==> src/rtl/vrf_wb_arbiter_pkg.sv <==
// Shared defaults and types for the vector register-file write-back path.
package vrf_pkg;

  localparam int unsigned DefWidth       = 16;
  localparam int unsigned DefVectorSize  = 16;
  localparam int unsigned DefNumVectores = 16;
  localparam int unsigned DefIw          = $clog2(DefNumVectores);

  typedef logic [DefIw-1:0]    vreg_idx_t;
  typedef logic [DefWidth-1:0] vec_t [DefVectorSize];

  typedef enum logic {
    REQ_ALU,
    REQ_LSU
  } req_id_t;

endpackage

==> src/rtl/vrf_wb_arbiter_if.sv <==
// Valid/ready write-back request from one producer (ALU or LSU).
interface vrf_wb_arbiter_if
  import vrf_pkg::*;
#(
  parameter int unsigned WIDTH       = DefWidth,
  parameter int unsigned VECTOR_SIZE = DefVectorSize,
  parameter int unsigned IW          = DefIw
);

  logic             valid;
  logic [IW-1:0]    vd;
  logic [WIDTH-1:0] data [VECTOR_SIZE];
  logic             ready;

  modport master (output valid, output vd, output data, input ready);
  modport slave  (input valid, input vd, input data, output ready);

endinterface

==> src/rtl/vrf_wb_arbiter_scoreboard.sv <==
// Per-register in-flight counters: issue backpressure, RAW hazards, underflow flag.
module vrf_scoreboard #(
  parameter int unsigned NUM_VECTORES = 16,
  parameter int unsigned CNT_W        = 2,
  parameter int unsigned IW           = $clog2(NUM_VECTORES)
) (
  input  logic          clk,
  input  logic          rst,
  input  logic          issue_valid,
  input  logic [IW-1:0] issue_vd,
  output logic          issue_ready,
  input  logic          wr_en,
  input  logic [IW-1:0] wr_idx,
  input  logic [IW-1:0] q_v1,
  input  logic [IW-1:0] q_v2,
  output logic          hazard_v1,
  output logic          hazard_v2,
  output logic          err_underflow
);

  localparam logic [CNT_W-1:0] CntMax = '1;

  logic [CNT_W-1:0] cnt_q [NUM_VECTORES];
  logic [CNT_W-1:0] cnt_d [NUM_VECTORES];
  logic             err_q, err_d;
  logic             inc, dec;

  // Ready looks only at the registered count, so a same-cycle commit cannot unstall.
  assign issue_ready   = (cnt_q[issue_vd] != CntMax);
  assign hazard_v1     = (q_v1 != '0) && (cnt_q[q_v1] != '0);
  assign hazard_v2     = (q_v2 != '0) && (cnt_q[q_v2] != '0);
  assign err_underflow = err_q;

  assign inc = issue_valid && issue_ready && (issue_vd != '0);
  assign dec = wr_en && (wr_idx != '0);

  always_comb begin
    cnt_d    = cnt_q;
    err_d    = err_q;
    cnt_d[0] = '0;
    for (int r = 1; r < NUM_VECTORES; r++) begin
      if (inc && (issue_vd == IW'(r)) && !(dec && (wr_idx == IW'(r)))) begin
        cnt_d[r] = cnt_q[r] + CNT_W'(1);
      end else if (dec && (wr_idx == IW'(r)) && !(inc && (issue_vd == IW'(r)))) begin
        if (cnt_q[r] == '0) begin
          err_d = 1'b1;
        end else begin
          cnt_d[r] = cnt_q[r] - CNT_W'(1);
        end
      end
    end
  end

  always_ff @(posedge clk or posedge rst) begin
    if (rst) begin
      cnt_q <= '{default: '0};
      err_q <= 1'b0;
    end else begin
      cnt_q <= cnt_d;
      err_q <= err_d;
    end
  end

endmodule

==> src/rtl/vrf_wb_arbiter.sv <==
// Round-robin arbiter between ALU and LSU for the single vector register-file write port.
module vrf_wb_arbiter
  import vrf_pkg::*;
#(
  parameter  int unsigned WIDTH        = DefWidth,
  parameter  int unsigned VECTOR_SIZE  = DefVectorSize,
  parameter  int unsigned NUM_VECTORES = DefNumVectores,
  parameter  int unsigned CNT_W        = 2,
  localparam int unsigned IW           = $clog2(NUM_VECTORES)
) (
  input  logic             clk,
  input  logic             rst,
  vrf_wb_arbiter_if.slave  alu,
  vrf_wb_arbiter_if.slave  lsu,
  output logic             we3,
  output logic [IW-1:0]    v3,
  output logic [WIDTH-1:0] wd3 [VECTOR_SIZE],
  input  logic             issue_valid,
  input  logic [IW-1:0]    issue_vd,
  output logic             issue_ready,
  input  logic [IW-1:0]    q_v1,
  input  logic [IW-1:0]    q_v2,
  output logic             hazard_v1,
  output logic             hazard_v2,
  output logic             err_underflow
);

  req_id_t          last_q, last_d;
  logic             we3_q, we3_d;
  logic [IW-1:0]    v3_q, v3_d;
  logic [WIDTH-1:0] wd3_q [VECTOR_SIZE];
  logic [WIDTH-1:0] wd3_d [VECTOR_SIZE];
  logic             gnt_alu, gnt_lsu;

  // On a tie the requester that did not win last time goes first.
  assign gnt_alu   = alu.valid && (!lsu.valid || (last_q == REQ_LSU));
  assign gnt_lsu   = lsu.valid && !gnt_alu;
  assign alu.ready = gnt_alu;
  assign lsu.ready = gnt_lsu;

  always_comb begin
    we3_d  = 1'b0;
    v3_d   = v3_q;
    wd3_d  = wd3_q;
    last_d = last_q;
    // v0 is hard-wired zero: the transfer is acknowledged but never written.
    if (gnt_alu) begin
      we3_d  = (alu.vd != '0);
      v3_d   = alu.vd;
      wd3_d  = alu.data;
      last_d = REQ_ALU;
    end else if (gnt_lsu) begin
      we3_d  = (lsu.vd != '0);
      v3_d   = lsu.vd;
      wd3_d  = lsu.data;
      last_d = REQ_LSU;
    end
  end

  always_ff @(posedge clk or posedge rst) begin
    if (rst) begin
      we3_q  <= 1'b0;
      v3_q   <= '0;
      wd3_q  <= '{default: '0};
      last_q <= REQ_LSU;
    end else begin
      we3_q  <= we3_d;
      v3_q   <= v3_d;
      wd3_q  <= wd3_d;
      last_q <= last_d;
    end
  end

  assign we3 = we3_q;
  assign v3  = v3_q;
  assign wd3 = wd3_q;

  vrf_scoreboard #(
    .NUM_VECTORES (NUM_VECTORES),
    .CNT_W        (CNT_W),
    .IW           (IW)
  ) u_scoreboard (
    .clk           (clk),
    .rst           (rst),
    .issue_valid   (issue_valid),
    .issue_vd      (issue_vd),
    .issue_ready   (issue_ready),
    .wr_en         (we3_q),
    .wr_idx        (v3_q),
    .q_v1          (q_v1),
    .q_v2          (q_v2),
    .hazard_v1     (hazard_v1),
    .hazard_v2     (hazard_v2),
    .err_underflow (err_underflow)
  );

endmodule

==> src/flat_wrapper.sv <==
// flat-port wrapper written by rule: the top's interface ports become plain ports
module vrf_wb_arbiter_flat import vrf_pkg::*;
#(
  parameter  int unsigned WIDTH        = DefWidth,
  parameter  int unsigned VECTOR_SIZE  = DefVectorSize,
  parameter  int unsigned NUM_VECTORES = DefNumVectores,
  parameter  int unsigned CNT_W        = 2,
  localparam int unsigned IW           = $clog2(NUM_VECTORES)
)
  (clk, rst, we3, v3, wd3, issue_valid, issue_vd, issue_ready, q_v1, q_v2, hazard_v1, hazard_v2, err_underflow, alu_valid, alu_vd, alu_data, alu_ready, lsu_valid, lsu_vd, lsu_data, lsu_ready);
  vrf_wb_arbiter_if #(.WIDTH(WIDTH), .VECTOR_SIZE(VECTOR_SIZE), .IW((4))) alu_i ();
  vrf_wb_arbiter_if #(.WIDTH(WIDTH), .VECTOR_SIZE(VECTOR_SIZE), .IW((4))) lsu_i ();
  input  logic clk;
  input  logic rst;
  output logic we3;
  output logic [IW-1:0] v3;
  output logic [WIDTH-1:0] wd3[VECTOR_SIZE];
  input  logic issue_valid;
  input  logic [IW-1:0] issue_vd;
  output logic issue_ready;
  input  logic [IW-1:0] q_v1;
  input  logic [IW-1:0] q_v2;
  output logic hazard_v1;
  output logic hazard_v2;
  output logic err_underflow;
  input wire logic [$bits(alu_i.valid)-1:0] alu_valid;
  input wire logic [$bits(alu_i.vd)-1:0] alu_vd;
  input wire logic [$bits(alu_i.data)-1:0] alu_data;
  output wire logic [$bits(alu_i.ready)-1:0] alu_ready;
  input wire logic [$bits(lsu_i.valid)-1:0] lsu_valid;
  input wire logic [$bits(lsu_i.vd)-1:0] lsu_vd;
  input wire logic [$bits(lsu_i.data)-1:0] lsu_data;
  output wire logic [$bits(lsu_i.ready)-1:0] lsu_ready;
  assign alu_i.valid = alu_valid;
  assign alu_i.vd = alu_vd;
  assign alu_i.data = {>>{alu_data}};
  assign alu_ready = alu_i.ready;
  assign lsu_i.valid = lsu_valid;
  assign lsu_i.vd = lsu_vd;
  assign lsu_i.data = {>>{lsu_data}};
  assign lsu_ready = lsu_i.ready;
  vrf_wb_arbiter #(.WIDTH(WIDTH), .VECTOR_SIZE(VECTOR_SIZE), .NUM_VECTORES(NUM_VECTORES), .CNT_W(CNT_W)) u_core (.clk(clk), .rst(rst), .alu(alu_i), .lsu(lsu_i), .we3(we3), .v3(v3), .wd3(wd3), .issue_valid(issue_valid), .issue_vd(issue_vd), .issue_ready(issue_ready), .q_v1(q_v1), .q_v2(q_v2), .hazard_v1(hazard_v1), .hazard_v2(hazard_v2), .err_underflow(err_underflow));
endmodule
==> config.mk <==
export PLATFORM = sky130hd
export DESIGN_NAME = vrf_wb_arbiter_flat
export DESIGN_NICKNAME = d
export VERILOG_FILES = /design/src/rtl/vrf_wb_arbiter_pkg.sv /design/src/rtl/vrf_wb_arbiter_if.sv /design/src/rtl/vrf_wb_arbiter_scoreboard.sv /design/src/rtl/vrf_wb_arbiter.sv /design/src/flat_wrapper.sv
export SDC_FILE = /design/constraint.sdc
export NUM_CORES = 1
export LEC_CHECK = 0
export BUFFER_PORTS_ARGS = -buffer_cell sky130_fd_sc_hd__buf_2
export CAP_MARGIN = 10
export CORE_AREA = 2 2 313 315
export CTS_CLUSTER_SIZE = 40
export DETAILED_ROUTE_END_ITERATION = 16
export DIE_AREA = 0 0 315 317
export GPL_ROUTABILITY_DRIVEN = 0
export PLACE_DENSITY_LB_ADDON = 0.15
export SLEW_MARGIN = 20
export SYNTH_ARGS = -nofsm -noshare
export SYNTH_HDL_FRONTEND = slang
export SYNTH_HIERARCHICAL = 1
export SYNTH_SLANG_ARGS = --single-unit
==> constraint.sdc <==
create_clock -name clk -period 19.3 [get_ports clk]
set_input_delay 1.93 -clock clk [delete_from_list [all_inputs] [get_ports clk]]
set_output_delay 1.93 -clock clk [all_outputs]
set_load 0.01 [all_outputs]
# Yosys cells after proc, flatten, opt, wreduce, memory -nomap -nowiden
# Index checks and enable logic that the tools add are counted.
classes:
  eq_ne: 46
  mux: 107
  n_reduce_logical: 154
  order_cmp: 3
  addsub: 30
  multipliers: 0
  n_div: 0
  bitwise_logic: 3
  shifts: 0
ops:
  columns: ["op", "count"]
  rows:
  - ["256-bit 2-to-1 mux", 2]
  - ["2-bit 2-to-1 mux", 51]
  - ["1-bit logical AND", 67]
  - ["4-bit equality test (second input constant)", 16]
  - ["1-bit 2-to-1 mux", 49]
  - ["2-bit nonzero test", 18]
  - ["4-bit by 3-bit equality test with 1-bit output (second input constant)", 8]
  - ["1-bit logical NOT", 32]
  - ["2-bit != test (second input constant)", 16]
  - ["2-bit by 1-bit adder with 2-bit output (second input constant)", 15]
  - ["2-bit logical NOT", 15]
  - ["2-bit AND reduction", 15]
  - ["2-bit by 1-bit subtractor with 2-bit output (second input constant)", 15]
  - ["2-bit binary-select mux with 4-bit select", 3]
  - ["4-bit nonzero test", 6]
  - ["4-bit by 2-bit equality test with 1-bit output (second input constant)", 4]
  - ["5-bit >= comparator (second input constant)", 3]
  - ["4-bit inverter with 5-bit output", 3]
  - ["4-bit by 1-bit equality test with 1-bit output (second input constant)", 2]
  - ["4-bit 2-to-1 mux", 2]
  - ["1-bit logical OR", 1]
totals:
  inputBits: 537
  latch_bits: 0
  memories: 0
  ramBits: 0
  reg_bits: 293
  mem_bits_ro: 0

# Longest topological paths before layout
depth:
  depth_word: 54
  depth_mapped: 14
  ltp_nobuf: 11

# By module
# Netlist, hierarchy kept.
by_module_without_submodules:
  columns: ["module", "area_each_um2", "cells_each", "n_inst"]
  rows:
  - ["vrf_wb_arbiter", 12717.2, 1167, 1]
  - ["vrf_scoreboard", 3085.5, 400, 1]

# Least setup slack after synthesis
# Ideal clock, no wire load.
synth_timing:
  kind: "input to output"
  from: "input issue_vd[0]"
  to: "output issue_ready"
  cell_stages: 7
  path_buffers: 2
  arrival_ps: 3212
  slack_ps: 14158
  cell_sequence: "buf_6 or4b_4 o22ai_1 nor3_1 a22oi_4 inv_2 buf_6"
synth_between:
  elab_chain_len: 5
synth_rtl:
  columns: ["item", "line_no", "source"]
  rows:
  - ["start: declaration", "flat_wrapper.sv:19", "input logic [IW-1:0] issue_vd;"]
  - ["4-bit inverter with 5-bit output (implied by the code)", "vrf_wb_arbiter_scoreboard.sv:29", "assign issue_ready = (cnt_q[issue_vd] != CntMax);"]
  - ["2-bit binary-select mux with 4-bit select", "vrf_wb_arbiter_scoreboard.sv:29", null]
  - ["2-bit 2-to-1 mux (implied by the code) (2 in a row)", "vrf_wb_arbiter_scoreboard.sv:29", null]
  - ["2-bit != test", "vrf_wb_arbiter_scoreboard.sv:29", null]
  - ["end: declaration", "flat_wrapper.sv:20", "output logic issue_ready;"]
# Every way passes these cells. The select of a mux whose other input is x is not followed.

# Final worst setup path
# Same ends and word-level chain as after synthesis.

==> key figures <==
Critical path
  • Critical path fanouts, max: 19
  • Required @ worst endpoint: 17.37 ns
  • Endpoint type of the worst setup path: primary output
  • Crit path arrival time: 3.97 ns
  • WS Path Type: in2out
  • Startpoint class of the critical path: primary input

Global routing
  • First-pass GRT wire length: 108 mm
  • Pin count of the biggest net entering global routing: 87
  • Overflow after GRT: 0
  • Initial antenna violation count: 28
  • GRT Total Usage: 0.143
  • Vias in the first global route: 16200

Floorplanning
  • I/O Pins: 804
  • Die Ht: 317 um
  • Die X: 315 um
  • Initial Util: 0.164
  • Rows: 114
  • Die area: 0.0999 mm^2
  • Core area: 0.0963 mm^2

CTS
  • CTS Buf Count: 43
  • Post-CTS Setup Bufs: 0
  • PostCTS Resize Cnt: 0
  • CTS tree: done
  • Clock slew at reported path FFs: 0.05 ns
  • Clock tree buffer depth: 3
  • Clock latency on the worst-skew pair: 0.60 ns
  • CTS Sinks: 293
  • Cts hold-fix bufs: 0
  • H-tree levels: 2
  • Clock Tree Root: clkbuf_16

STA
  • Slew Limit Fails: 0
  • # setup viols final: 0
  • Clock skew: 0.0370 ns
  • Final cycle utilization of the critical path: 0.306
  • Post-route setup TNS: 0 ns
  • Rel. slew slack: 0.272
  • RSZ-0062 raised after global routing: false
  • Worst slew pin tran: 1.09 ns
  • Hold Vio Cnt, Final: 0
  • FMAX: 0.169 GHz
  • Min Tclk post-route: 5.90 ns

Run status
  • Outcome: completed

Logic synthesis
  • Register area share after synthesis: 0.464
  • Mean Syn Cell Area: 10.1 um^2
  • Post-synth top cells: 292 x dfrtp_1, 277 x nand3_1, 270 x mux2i_1
  • Number of enable flip-flop cells after synthesis: 0
  • Async SR Flop Fraction: 1.00
  • Synthesized area: 0.0158 mm^2
  • Syn_nets: 2134
  • Area leader, netlist: dfrtp_1
  • Main synth FF type: dfrtp_1
  • Synth Instances: 1567
  • Seq cells post-synth: 293
  • Yosys warning count: 6
  • Dominant cells by area after synthesis: dfrtp_1 46%, mux2i_1 17%, nand3_1 8.8%
  • Distinct cells, synth: 43
  • Count leader, synth: dfrtp_1
  • Yosys top cell area share: 0.462

Cells and area
  • Fillers: 10700
  • Final Non-Filler Cells: 3632
  • Layout area overhead: 41.9%
  • NumNets Final: 2875
  • Share of cells above drive strength 1: 0.418

Power
  • Power share of the clock group: 0.412
  • PwrDens: 91.3 mW/mm^2
  • Leak: 11.2 nW
  • Reg power frac: 0.372
  • Net Sw Power: 0.657 mW
  • Maximum vdd drop: 0.0000510 V
  • Comb pwr share: 0.217
  • Sw frac: 0.321
  • Internal power: 1.39 mW

Drt
  • Vias: 15500
  • Antenna viol nets, final: 0
  • DRC: 0
  • WL final: 75.6 mm
  • Number of vias per cell: 4.26
  • Wire per inst: 20.8 um
  • Initial DRC count: 691
  • DR pass1 iterations: 5

Placed design
  • DP Wirelength: 56.2 mm
  • Inst Count DP: 3539
  • Port Buf Inserts: 803

Run
  • Maxcap violations: 0

Worst hold path
  • HP Class: reg2reg
[logic make-up (layout without fill, tap and decap cells)]
family / Yosys count / count (layout) / share of synthesized area
AOI/OAI and AO/OA: 341 / 341 / 0.129
DFF: 293 / 293 / 0.464
adders and majority gates: 30 / 30 / 0.0238
buffers and inverters: 154 / 930 / 0.0506
muxes: 276 / 276 / 0.180
other: 0 / 13 / 0
and+or+nand+nor: 473 / 473 / 0.153
[power groups by stage]
| stage | sequential (mW) | combinational (mW) | clock (mW) |
|---|---|---|---|
| after CTS | 0.761 | 0.453 | 0.879 |
| after floorplan | 0.790 | 0.206 | 0 |
| after global routing | 0.771 | 0.486 | 0.903 |
| final | 0.761 | 0.443 | 0.843 |
| after detailed placement | 0.770 | 0.453 | 0 |
| after global placement | 0.770 | 0.449 | 0 |
[path summary, 6_finish.rpt]
path,start,to,slack [ns],cells after the start
max in group asynchronous,rst,u_core/wd3[208],15.60,4
worst max register to register,u_core/last_q,u_core/wd3[41],15.66,5
min in group asynchronous,rst,u_core/wd3[61],1.41,2
worst min-delay path,u_core/u_scoreboard/err_underflow,u_core/u_scoreboard/err_underflow,0.54,2
worst min register to register,u_core/u_scoreboard/err_underflow,u_core/u_scoreboard/err_underflow,0.54,2
worst max-delay path,issue_vd[0],issue_ready,13.40,7
[metal layers]
metal  wire (um)  part of all wire  global-route usage  vias to the layer above
li1            -                 -                   -                     7170
met1       29900              0.40               0.168                     7631
met2       38900              0.51               0.254                      513
met3        4670             0.062              0.0373                      137
met4        1990             0.026              0.0436                       28
met5         180            0.0024                   0                        -
[worst max-delay path, cell delays in order]
cell and delay, ns:
buf_2 0.39, or4b_4 0.53, o22ai_1 0.18, nor3_1 0.11, a22oi_4 0.40, inv_2 0.22, buf_2 0.21
[cell usage in the layout (no fill, tap or decap), drive strengths merged, types with 2 or more instances in the layout]
cell	synthesis	routed
nor2b	27	27
nor4	2	2
diode	0	13
nand3	277	277
a211oi	8	8
nand3b	5	5
a21o	2	2
nor2	34	34
a31oi	3	3
o21ai	305	305
or3b	2	2
o22ai	9	9
or3	4	4
nor4b	10	10
or4	2	2
clkinv	0	14
a21oi	11	11
mux4	6	6
bufinv	0	5
mux2i	270	270
nand2b	3	3
and2	4	4
clkinvlp	0	2
nand2	60	60
and3	5	5
dfrtp	292	292
nor3b	13	13
buf	61	821
inv	29	32
nor3	21	21
ha	30	30
clkbuf	64	56
[final cells by class]
type                       count  area, um^2  share of cell area
multi-input combinational   1120        7680               0.342
sequential                   293        7330               0.327
timing repair buffer         821        4170               0.186
tap                         1276        1600              0.0712
clock buffer                  56        1220              0.0542
clock inverter                24         277              0.0123
inverter                      29         116             0.00519
antenna                       13        32.5             0.00145
[registers in the layout (all words and copies together), names as in the netlist]
register / flops
u_core/u_scoreboard/err_underflow: 1
u_core/we3: 1
u_core/v3: 4
u_core/last_q: 1
u_core/u_scoreboard/cnt_q: 30
u_core/wd3: 256
[stage by stage]
stage	total power, mW	cell area (um^2)	setup WS, ns	hold WS, ns	utilization
global placement	1.22	20900	13.41	0.503	0.217
CTS	2.09	22400	13.40	0.539	0.233
floorplan	0.995	15800	10.16	0.503	-
global route	2.16	22400	13.20	0.557	0.233
finish	2.05	22400	13.40	0.539	0.233
detailed placement	1.22	20900	13.40	0.524	0.217
Note: power is estimated with default switching activity, not from simulation.
